[src/rtl/mips_pkg.sv]
// ============================================================================
// Module : mips_pkg
// Brief  : Shared opcode/funct constants, FSM state and select encodings.
// Rev    : 1.0  initial release
// ============================================================================
`default_nettype none

package mips_pkg;

    localparam logic [5:0] OP_RTYPE = 6'b000000;
    localparam logic [5:0] OP_ORI   = 6'b001101;
    localparam logic [5:0] OP_LW    = 6'b100011;
    localparam logic [5:0] OP_SW    = 6'b101011;
    localparam logic [5:0] OP_BEQ   = 6'b000100;
    localparam logic [5:0] OP_LUI   = 6'b001111;
    localparam logic [5:0] OP_J     = 6'b000010;
    localparam logic [5:0] OP_JAL   = 6'b000011;

    localparam logic [5:0] FN_ADDU  = 6'b100001;
    localparam logic [5:0] FN_SUBU  = 6'b100011;
    localparam logic [5:0] FN_JR    = 6'b001000;

    localparam logic [1:0] NPC_PC4    = 2'b00;
    localparam logic [1:0] NPC_BRANCH = 2'b01;
    localparam logic [1:0] NPC_JUMP   = 2'b10;
    localparam logic [1:0] NPC_REG    = 2'b11;

    localparam logic [1:0] WB_ALU = 2'b00;
    localparam logic [1:0] WB_DM  = 2'b01;
    localparam logic [1:0] WB_PC4 = 2'b10;
    localparam logic [1:0] WB_EXT = 2'b11;

    localparam logic [1:0] DST_RT = 2'b00;
    localparam logic [1:0] DST_RD = 2'b01;
    localparam logic [1:0] DST_RA = 2'b10;

    localparam logic       ALUB_REG = 1'b0;
    localparam logic       ALUB_EXT = 1'b1;

    localparam logic [1:0] EXT_ZERO = 2'b00;
    localparam logic [1:0] EXT_SIGN = 2'b01;
    localparam logic [1:0] EXT_LUI  = 2'b10;

    localparam logic [1:0] ALU_ADD = 2'b00;
    localparam logic [1:0] ALU_SUB = 2'b01;
    localparam logic [1:0] ALU_OR  = 2'b10;

    typedef enum logic [2:0] {
        ST_IF  = 3'd0,
        ST_ID  = 3'd1,
        ST_EX  = 3'd2,
        ST_MEM = 3'd3,
        ST_WB  = 3'd4
    } state_t;

    typedef enum logic [3:0] {
        CL_ADDU = 4'd0,
        CL_SUBU = 4'd1,
        CL_JR   = 4'd2,
        CL_ORI  = 4'd3,
        CL_LW   = 4'd4,
        CL_SW   = 4'd5,
        CL_BEQ  = 4'd6,
        CL_LUI  = 4'd7,
        CL_J    = 4'd8,
        CL_JAL  = 4'd9,
        CL_NONE = 4'd10
    } instr_class_t;

    // Classes that pass through EX into the data-memory stage.
    function automatic logic is_mem_class(input instr_class_t c);
        return (c == CL_LW) || (c == CL_SW);
    endfunction

endpackage

`default_nettype wire

[src/rtl/multicycle_ctrl_if.sv]
// ============================================================================
// Module : multicycle_ctrl_if
// Brief  : Controller <-> datapath bundle: IR fields, flags and control lines.
// Rev    : 1.0  initial release
// ============================================================================
`default_nettype none

interface multicycle_ctrl_if #(
    parameter int CNT_W = 32
);
    logic [5:0]       opcode;
    logic [5:0]       funct;
    logic             zero;
    logic             mem_ready;
    logic             pc_we;
    logic             ir_we;
    logic             rf_we;
    logic             dm_we;
    logic [1:0]       npc_sel;
    logic [1:0]       mux4_32sel;
    logic [1:0]       mux4_5sel;
    logic             mux2sel;
    logic [1:0]       ext_op;
    logic [1:0]       aluop;
    logic             illegal;
    logic [CNT_W-1:0] instr_cnt;

    modport master (
        input  opcode, funct, zero, mem_ready,
        output pc_we, ir_we, rf_we, dm_we, npc_sel, mux4_32sel, mux4_5sel,
               mux2sel, ext_op, aluop, illegal, instr_cnt
    );

    modport slave (
        output opcode, funct, zero, mem_ready,
        input  pc_we, ir_we, rf_we, dm_we, npc_sel, mux4_32sel, mux4_5sel,
               mux2sel, ext_op, aluop, illegal, instr_cnt
    );
endinterface

`default_nettype wire

[src/rtl/ctrl_decode.sv]
// ============================================================================
// Module : ctrl_decode
// Brief  : Combinational classification of opcode/funct into an instruction class.
// Rev    : 1.0  initial release
// ============================================================================
`default_nettype none

module ctrl_decode
    import mips_pkg::*;
(
    input  logic [5:0]   opcode,
    input  logic [5:0]   funct,
    output instr_class_t iclass,
    output logic         illegal
);

    always_comb begin
        iclass = CL_NONE;
        case (opcode)
            OP_RTYPE: begin
                // Only three funct codes are implemented; any other R-type traps.
                case (funct)
                    FN_ADDU: iclass = CL_ADDU;
                    FN_SUBU: iclass = CL_SUBU;
                    FN_JR:   iclass = CL_JR;
                    default: iclass = CL_NONE;
                endcase
            end
            OP_ORI:  iclass = CL_ORI;
            OP_LW:   iclass = CL_LW;
            OP_SW:   iclass = CL_SW;
            OP_BEQ:  iclass = CL_BEQ;
            OP_LUI:  iclass = CL_LUI;
            OP_J:    iclass = CL_J;
            OP_JAL:  iclass = CL_JAL;
            default: iclass = CL_NONE;
        endcase
    end

    assign illegal = (iclass == CL_NONE);

endmodule

`default_nettype wire

[src/rtl/multicycle_ctrl.sv]
// ============================================================================
// Module : multicycle_ctrl
// Brief  : IF/ID/EX/MEM/WB control FSM for a multicycle MIPS subset.
// Rev    : 1.0  initial release
// ============================================================================
`default_nettype none

module multicycle_ctrl
    import mips_pkg::*;
#(
    parameter int CNT_W = 32
) (
    input  logic              clk,
    input  logic              rst_n,
    multicycle_ctrl_if.master bus
);

    state_t           state;
    state_t           next_state;
    instr_class_t     iclass;
    logic             dec_illegal;
    logic [CNT_W-1:0] instr_cnt;

    logic       w_pc_we, w_ir_we, w_rf_we, w_dm_we;
    logic [1:0] w_npc_sel, w_mux4_32sel, w_mux4_5sel, w_ext_op, w_aluop;
    logic       w_mux2sel, w_illegal;

    ctrl_decode u_decode (
        .opcode  (bus.opcode),
        .funct   (bus.funct),
        .iclass  (iclass),
        .illegal (dec_illegal)
    );

    always_comb begin
        w_pc_we      = 1'b0;
        w_ir_we      = 1'b0;
        w_rf_we      = 1'b0;
        w_dm_we      = 1'b0;
        w_npc_sel    = NPC_PC4;
        w_mux4_32sel = WB_ALU;
        w_mux4_5sel  = DST_RT;
        w_mux2sel    = ALUB_REG;
        w_ext_op     = EXT_ZERO;
        w_aluop      = ALU_ADD;
        w_illegal    = 1'b0;
        next_state   = state;
        case (state)
            ST_IF: begin
                w_ir_we    = 1'b1;
                w_pc_we    = 1'b1;
                w_npc_sel  = NPC_PC4;
                next_state = ST_ID;
            end
            ST_ID: begin
                case (iclass)
                    CL_J: begin
                        w_pc_we    = 1'b1;
                        w_npc_sel  = NPC_JUMP;
                        next_state = ST_IF;
                    end
                    CL_JR: begin
                        w_pc_we    = 1'b1;
                        w_npc_sel  = NPC_REG;
                        next_state = ST_IF;
                    end
                    CL_JAL: begin
                        // PC already holds PC+4 from IF; WB links that value.
                        w_pc_we    = 1'b1;
                        w_npc_sel  = NPC_JUMP;
                        next_state = ST_WB;
                    end
                    CL_NONE: begin
                        w_illegal  = dec_illegal;
                        next_state = ST_IF;
                    end
                    default: next_state = ST_EX;
                endcase
            end
            ST_EX: begin
                case (iclass)
                    CL_ADDU: begin
                        w_mux2sel  = ALUB_REG;
                        w_aluop    = ALU_ADD;
                        next_state = ST_WB;
                    end
                    CL_SUBU: begin
                        w_mux2sel  = ALUB_REG;
                        w_aluop    = ALU_SUB;
                        next_state = ST_WB;
                    end
                    CL_ORI: begin
                        w_mux2sel  = ALUB_EXT;
                        w_ext_op   = EXT_ZERO;
                        w_aluop    = ALU_OR;
                        next_state = ST_WB;
                    end
                    CL_LW, CL_SW: begin
                        w_mux2sel  = ALUB_EXT;
                        w_ext_op   = EXT_SIGN;
                        w_aluop    = ALU_ADD;
                        next_state = ST_MEM;
                    end
                    CL_BEQ: begin
                        w_aluop    = ALU_SUB;
                        w_pc_we    = bus.zero;
                        w_npc_sel  = NPC_BRANCH;
                        next_state = ST_IF;
                    end
                    CL_LUI:  next_state = ST_WB;
                    default: next_state = ST_IF;
                endcase
            end
            ST_MEM: begin
                w_dm_we = (iclass == CL_SW);
                if (bus.mem_ready || !is_mem_class(iclass)) begin
                    next_state = (iclass == CL_LW) ? ST_WB : ST_IF;
                end
            end
            ST_WB: begin
                w_rf_we = 1'b1;
                case (iclass)
                    CL_ADDU, CL_SUBU: begin
                        w_mux4_5sel  = DST_RD;
                        w_mux4_32sel = WB_ALU;
                    end
                    CL_LW:  w_mux4_32sel = WB_DM;
                    CL_LUI: begin
                        w_mux4_32sel = WB_EXT;
                        w_ext_op     = EXT_LUI;
                    end
                    CL_JAL: begin
                        w_mux4_5sel  = DST_RA;
                        w_mux4_32sel = WB_PC4;
                    end
                    default: w_mux4_32sel = WB_ALU;
                endcase
                next_state = ST_IF;
            end
            default: next_state = ST_IF;
        endcase
    end

    always_ff @(posedge clk or negedge rst_n) begin
        if (!rst_n) begin
            state     <= ST_IF;
            instr_cnt <= '0;
        end else begin
            state <= next_state;
            // An instruction retires when the FSM wraps back to IF, unless it trapped.
            if (state != ST_IF && next_state == ST_IF && !w_illegal) begin
                instr_cnt <= instr_cnt + 1'b1;
            end
        end
    end

    // Reset gates the outputs directly so enables drop without waiting for a clock.
    assign bus.pc_we      = rst_n & w_pc_we;
    assign bus.ir_we      = rst_n & w_ir_we;
    assign bus.rf_we      = rst_n & w_rf_we;
    assign bus.dm_we      = rst_n & w_dm_we;
    assign bus.npc_sel    = rst_n ? w_npc_sel    : 2'b00;
    assign bus.mux4_32sel = rst_n ? w_mux4_32sel : 2'b00;
    assign bus.mux4_5sel  = rst_n ? w_mux4_5sel  : 2'b00;
    assign bus.mux2sel    = rst_n & w_mux2sel;
    assign bus.ext_op     = rst_n ? w_ext_op     : 2'b00;
    assign bus.aluop      = rst_n ? w_aluop      : 2'b00;
    assign bus.illegal    = rst_n & w_illegal;
    assign bus.instr_cnt  = instr_cnt;

endmodule

`default_nettype wire
[src/flat_wrapper.sv]
// flat-port wrapper written by rule: the top's interface ports become plain ports
module multicycle_ctrl_flat import mips_pkg::*;
#(
    parameter int CNT_W = 32
)
  (clk, rst_n, bus_opcode, bus_funct, bus_zero, bus_mem_ready, bus_pc_we, bus_ir_we, bus_rf_we, bus_dm_we, bus_npc_sel, bus_mux4_32sel, bus_mux4_5sel, bus_mux2sel, bus_ext_op, bus_aluop, bus_illegal, bus_instr_cnt);
  multicycle_ctrl_if #(.CNT_W(CNT_W)) bus_i ();
  input  logic clk;
  input  logic rst_n;
  input wire logic [$bits(bus_i.opcode)-1:0] bus_opcode;
  input wire logic [$bits(bus_i.funct)-1:0] bus_funct;
  input wire logic [$bits(bus_i.zero)-1:0] bus_zero;
  input wire logic [$bits(bus_i.mem_ready)-1:0] bus_mem_ready;
  output wire logic [$bits(bus_i.pc_we)-1:0] bus_pc_we;
  output wire logic [$bits(bus_i.ir_we)-1:0] bus_ir_we;
  output wire logic [$bits(bus_i.rf_we)-1:0] bus_rf_we;
  output wire logic [$bits(bus_i.dm_we)-1:0] bus_dm_we;
  output wire logic [$bits(bus_i.npc_sel)-1:0] bus_npc_sel;
  output wire logic [$bits(bus_i.mux4_32sel)-1:0] bus_mux4_32sel;
  output wire logic [$bits(bus_i.mux4_5sel)-1:0] bus_mux4_5sel;
  output wire logic [$bits(bus_i.mux2sel)-1:0] bus_mux2sel;
  output wire logic [$bits(bus_i.ext_op)-1:0] bus_ext_op;
  output wire logic [$bits(bus_i.aluop)-1:0] bus_aluop;
  output wire logic [$bits(bus_i.illegal)-1:0] bus_illegal;
  output wire logic [$bits(bus_i.instr_cnt)-1:0] bus_instr_cnt;
  assign bus_i.opcode = bus_opcode;
  assign bus_i.funct = bus_funct;
  assign bus_i.zero = bus_zero;
  assign bus_i.mem_ready = bus_mem_ready;
  assign bus_pc_we = bus_i.pc_we;
  assign bus_ir_we = bus_i.ir_we;
  assign bus_rf_we = bus_i.rf_we;
  assign bus_dm_we = bus_i.dm_we;
  assign bus_npc_sel = bus_i.npc_sel;
  assign bus_mux4_32sel = bus_i.mux4_32sel;
  assign bus_mux4_5sel = bus_i.mux4_5sel;
  assign bus_mux2sel = bus_i.mux2sel;
  assign bus_ext_op = bus_i.ext_op;
  assign bus_aluop = bus_i.aluop;
  assign bus_illegal = bus_i.illegal;
  assign bus_instr_cnt = bus_i.instr_cnt;
  multicycle_ctrl #(.CNT_W(CNT_W)) u_core (.clk(clk), .rst_n(rst_n), .bus(bus_i));
endmodule
[config.mk]
export PLATFORM = sky130hd
export DESIGN_NAME = multicycle_ctrl_flat
export DESIGN_NICKNAME = d
export VERILOG_FILES = /design/src/rtl/mips_pkg.sv /design/src/rtl/multicycle_ctrl_if.sv /design/src/rtl/ctrl_decode.sv /design/src/rtl/multicycle_ctrl.sv /design/src/flat_wrapper.sv
export SDC_FILE = /design/constraint.sdc
export NUM_CORES = 1
export LEC_CHECK = 0
export ABC_AREA = 0
export CORE_MARGIN = 10
export CORE_UTILIZATION = 30
export DETAILED_ROUTE_END_ITERATION = 10
export PLACE_DENSITY = 0.57
export SYNTH_ARGS = -nofsm -noshare
export SYNTH_HDL_FRONTEND = slang
export SYNTH_HIERARCHICAL = 1
export SYNTH_SLANG_ARGS = --single-unit
[constraint.sdc]
create_clock -name clk -period 3.1 [get_ports clk]
set_clock_uncertainty 0.05 [all_clocks]
set_input_delay 0.62 -clock clk [delete_from_list [all_inputs] [get_ports clk]]
set_output_delay 0.62 -clock clk [all_outputs]
set_load 0.01 [all_outputs]
# After elaboration in Yosys (flattened, before gate mapping)
# Index checks and enable logic that the tools add are counted.
# classes
n_addsub	1
n_eq_ne	24
n_mux	34
bitwise	6
reduce_logical	19
# op_table
op	n
$add A32 B1 Y32 const B	1
$pmux W4 S8	1
$eq A6 B6 Y1 const B	4
$pmux W2 S2	5
$eq A6 B4 Y1 const B	3
$mux W2	9
$eq A4 B3 Y1 const B	4
$eq A4 B4 Y1 const B	3
$eq A6 B2 Y1 const B	2
$pmux W3 S2	2
$pmux W3 S4	1
$pmux W4 S3	1
$mux W1	11
$reduce_or A3 Y1	3
$eq A4 B2 Y1 const B	2
$reduce_or A2 Y1	4
$and A1 B1 Y1	6
$eq A3 B2 Y1 const B	2
$eq A6 B3 Y1 const B	1
$logic_not A3 Y1	2
$logic_not A6 Y1	1
$mux W3	2
$pmux W2 S3	1
$eq A4 B1 Y1 const B	1
other kinds (9)	12
# word_totals
register_bits	35
output_inout_bits	48
elab_cells	86

# Depth between registers and ports, before layout
# logic_depth
ltp_word	12
depth_mapped	14
ltp_nobuf	10

# Hierarchy
# Netlist, hierarchy kept.
# by_module_without_submodules
mod	n_inst	cells_each	area_each_um2	seq_area_each_um2
multicycle_ctrl	1	204	1945.6	875.8
ctrl_decode	1	33	247.7	0.0

# Least setup slack after synthesis
# No wires, ideal clock.
# synth_path
kind	in2out
start	input bus_opcode[5]
end	output bus_mux2sel
t_arrival_ps	2730
setup_slack_ps	-300
path_stages	10
path_cell_list	buf_6 > nor4_2 > nor2_1 > a31oi_1 > nand3_1 > buf_6 > or3b_1 > or3b_4 > nor2_1 > or2_2
# synth_between
elab_chain_len	7
elab_cells_between_ends	16
# synth_rtl
element	line	source
start, declared	flat_wrapper.sv:10	input wire logic [$bits(bus_i.opcode)-1:0] bus_opcode;
$eq A6 B2 Y1, or another cell as far along	ctrl_decode.sv:19	case (opcode)
$pmux W4 S8 *	ctrl_decode.sv:19	
named net u_core.iclass[1]	multicycle_ctrl.sv:20	instr_class_t iclass;
$eq A4 B2 Y1 or $eq A4 B3 Y1 (tied branches)	multicycle_ctrl.sv:81	case (iclass)
$reduce_or A3 Y1 (no line) *	-	
$mux W1 *	multicycle_ctrl.sv:81	
$mux W1 *	multicycle_ctrl.sv:48	case (state)
$and A1 B1 Y1 *	multicycle_ctrl.sv:165	assign bus.mux2sel = rst_n & w_mux2sel;
end, declared	flat_wrapper.sv:21	output wire logic [$bits(bus_i.mux2sel)-1:0] bus_mux2sel;
# Mark *: on every way through the listed nets, which the timed path passes. The rest lies on a longest branch.

# Worst setup path in the final report
# layout_path
start	input bus_funct[5]
end	output bus_mux2sel
# layout_between
elab_chain_len	8
elab_cells_between_ends	12
# layout_rtl
element	line	source
start, declared	flat_wrapper.sv:11	input wire logic [$bits(bus_i.funct)-1:0] bus_funct;
$eq A6 B4 Y1 or $eq A6 B6 Y1 (tied branches)	ctrl_decode.sv:22	case (funct)
$pmux W4 S3 *	ctrl_decode.sv:22	
$pmux W4 S8 *	ctrl_decode.sv:19	
named net u_core.iclass[3]	multicycle_ctrl.sv:20	
$eq A4 B2 Y1 or $eq A4 B3 Y1 (tied branches)	multicycle_ctrl.sv:81	
$reduce_or A3 Y1 (no line) *	-	
$mux W1 *	multicycle_ctrl.sv:81	
$mux W1 *	multicycle_ctrl.sv:48	
$and A1 B1 Y1 *	multicycle_ctrl.sv:165	
# Marks and branches as above.

==> flow_metrics.tcl <==
set metrics [dict create \
    synth.distinct_cells 43 \
    synthCells 237 \
    area_growth_pct 79.2 \
    die_y_um 106 \
    drc 0 \
    post_synth.cell_area_avg_um2 9.25 \
    coreArea_um2 7180 \
    intPower_mw 1.30 \
    ioPinCount 64 \
    criticalPathCategory "in2out" \
    cts-buffers-inserted 5 \
    routed_wirelength_mm 6.88 \
    h-tree-depth 2 \
    power.density_nw_per_um2 495 \
    cts_sinks 35 \
    cts_buffer_depth 2 \
    netlist_area_um2 2190 \
    r2r_start "u_core/bus.instr_cnt[6]" \
    synth_top_area_share_pct 39.9 \
    track_usage_pct 11.9 \
    grt_overflow 0 \
    io_buffers 63 \
    post-route-period-util_pct 107 \
    fmax_mhz 301 \
    vdd_ir_drop_max_mv 0.397 \
    ys_warn_count 6 \
    leakagePower_nw 1.82 \
    grt_pass1_wl_mm 11.3 \
    r2r_slack_ns 0.62 \
    dp_hpwl_mm 4.74 \
    postCtsHoldBufs 0 \
    syn_nets 254 \
    drt-wirelength-per-cell_um 14.9 \
    p_comb_share_pct 49.3 \
    timing.slew.headroom_pct 55.6 \
    antenna_cells 0 \
    rsz0062_at_grt "true" \
    dieWidth_um 106 \
    antenna_found_initial 1 \
    multiInputGateArea_um2 1580 \
    fin_crit_ns 3.32 \
    pwr-share-seq_pct 29.7 \
    arrival_ns 2.65 \
    hold_class "in2async" \
    dp.cells 425 \
    clkPwrFrac_pct 21.0 \
    fin_nets 380 \
    viasPerCell 4.89 \
    final_antenna_net_count 0 \
    p_sw_mw 0.651 \
    cts_tree "yes" \
    grt_max_degree 37 \
    worst_pin_slew_ns 0.660 \
    drt-pass1-iter-count 4 \
    violations "setup timing" \
    crit_fanout 3 \
    die_area_um2 11100 \
    finalNonFillerCells 463 \
    swShare_pct 33.4 \
    r2r_end "u_core/bus.instr_cnt[24]" \
    synth.yosys.seq_area_share_pct 39.9 \
    power_mw 1.95 \
    cp-end-kind "output port" \
    regArea_um2 876 \
    ys_ff_latch 35 \
    fin_ws_ns -0.223 \
    yosys-top-cells-area "dfrtp_1 40%, xnor2_1 6.4%, xor2_1 6.4%" \
    vias 2264 \
    grt_pass1_vias 2349 \
    synth_area_leader_cell "dfrtp_1" \
    clk_pin_slew_ns 0.08 \
    critPathRequiredTime_ns 2.43 \
    setup_viol 40 \
    fillers 624 \
    cap_violations 0 \
    hold_violations 0 \
    status "finished with violations" \
    slowest_delay_ns 0.44 \
    crit_slowest_cell "or3b_4" \
    rows 31 \
    drtIter0Drc 45 \
    reg2reg_depth 6 \
    cpMostUsedCell "or3b_4" \
    layout-drive-gt1-share_pct 40.4 \
    slew_violations 0 \
    clkLatencyLatePin_ns 0.29 \
    cts_root_buf "clkbuf_8" \
    start_kind "input pin" \
    place.gp.congestion 0.787 \
    initial_utilization_pct 30.6 \
    crit_chain "dlygate4sd2_1, nor4b_2, nand2_1, nand3_2, nand3b_1, or3b_4, or3b_4, nor2_4, or2_4, buf_6" \
]
-- stage by stage --
step           TNS, ns  hold WS [ns]  instance area, um^2  setup slack [ns]  utilization (%)
2_1_floorplan    -3.56         0.274                 2310            -0.179                -
5_1_grt          -8.89         0.449                 3930            -0.332             54.8
4_1_cts          -5.99         0.424                 3760            -0.231             52.3
3_5_place_dp    -35.20         0.421                 3260             -1.13             45.4
6_report         -4.36         0.407                 3930            -0.223             54.8
3_3_place_gp    -32.14         0.426                 3260             -1.06             45.4
-- synthesized netlist by cell type, drive strengths merged --
cell type,n
a21o,3
a21oi,6
a221oi,2
a31oi,1
a32oi,1
and3,9
and4,1
and4b,1
buf,7
clkbuf,4
dfrtp,35
ha,1
inv,6
mux2i,1
nand2,25
nand2b,7
nand3,16
nand3b,1
nand4,11
nand4b,4
nor2,16
nor2b,7
nor3,11
nor3b,6
nor4,7
nor4b,5
o21a,1
o21ai,2
o31a,1
o32a,1
or2,1
or3,2
or3b,2
or4b,1
xnor2,16
xor2,16
-- worst max-delay path by stage --
stage                             start                  endpoint  slack, ns  cells after the start
final                      bus_funct[5]               bus_mux2sel      -0.22                     10
after global routing      bus_opcode[1]               bus_mux2sel      -0.33                     10
after CTS                 bus_opcode[3]               bus_mux2sel      -0.23                     11
after detailed placement  bus_opcode[5]               bus_mux2sel      -1.13                     10
after global placement    bus_opcode[5]               bus_mux2sel      -1.06                     10
after floorplan           bus_opcode[3]  u_core/bus.instr_cnt[27]      -0.18                     14
-- kinds of logic (layout without fill, tap and decap cells) --
logic type / after synthesis / after routing / share of synthesized area [%]
and+or+nand+nor: 133 / 133 / 36.0
DFF: 35 / 35 / 39.9
xor gates and xnor gates: 32 / 32 / 12.8
AOI/OAI and AO/OA: 18 / 18 / 5.53
buffers and inverters: 17 / 144 / 4.73
adders and majority gates: 1 / 1 / 0.570
muxes: 1 / 1 / 0.456
-- cells in the final DEF (no fill, tap or decap), drive strengths merged, types with 3 or more instances in the layout --
master,count
clkdlybuf4s50,36
nand3,16
nor2,16
nor4b,5
xor2,16
nand2b,7
nand4b,4
and3,9
clkbuf,7
nor3,11
nor4,7
nor3b,6
buf,80
nand2,25
nor2b,7
nand4,11
dfrtp,35
xnor2,16
a21oi,6
dlygate4sd2,10
inv,6
a21o,3
-- routing by layer --
metal	share of wire [%]	GRT usage, %	routed length (um)
met1	47	15.4	3220
met3	6.0	3.71	415
met2	46	19.0	3170
met5	0.26	0	18
met4	0.81	2.80	56
-- critical path: cells and delay by family --
family | cells | cell delay (ns)
and+or+nand+nor | 8 | 1.69
buffers and inverters | 2 | 0.35
-- repair_timing --
item	CTS	global route
endpoints found under the setup margin	46	46
gates cloned	2	0
resized for setup	118	42
pin swaps	36	28
buffers inserted	27	5
-- power by group through the flow --
| stage | logic, mW | clock network, mW | registers (mW) |
|---|---|---|---|
| after floorplan | 0.357 | 0 | 0.573 |
| after global placement | 0.637 | 0 | 0.581 |
| after detailed placement | 0.640 | 0 | 0.584 |
| after CTS | 0.911 | 0.425 | 0.576 |
| after global routing | 1.02 | 0.440 | 0.592 |
| final | 0.960 | 0.409 | 0.578 |
-- sequential cells by signal, summed over array words and instances (netlist names) --
name and flops:
u_core/bus.instr_cnt 32, u_core/state 3
-- area by class of cell --
class | instances | area share (%)
clock inverters | 3 | 1.11
multi-input cells | 185 | 40.1
flip-flops and latches | 35 | 22.3
clock buffers | 5 | 1.75
inverters | 6 | 0.573
repair buffers | 130 | 31.0
well taps | 99 | 3.15
(Power assumes the default switching activity.)
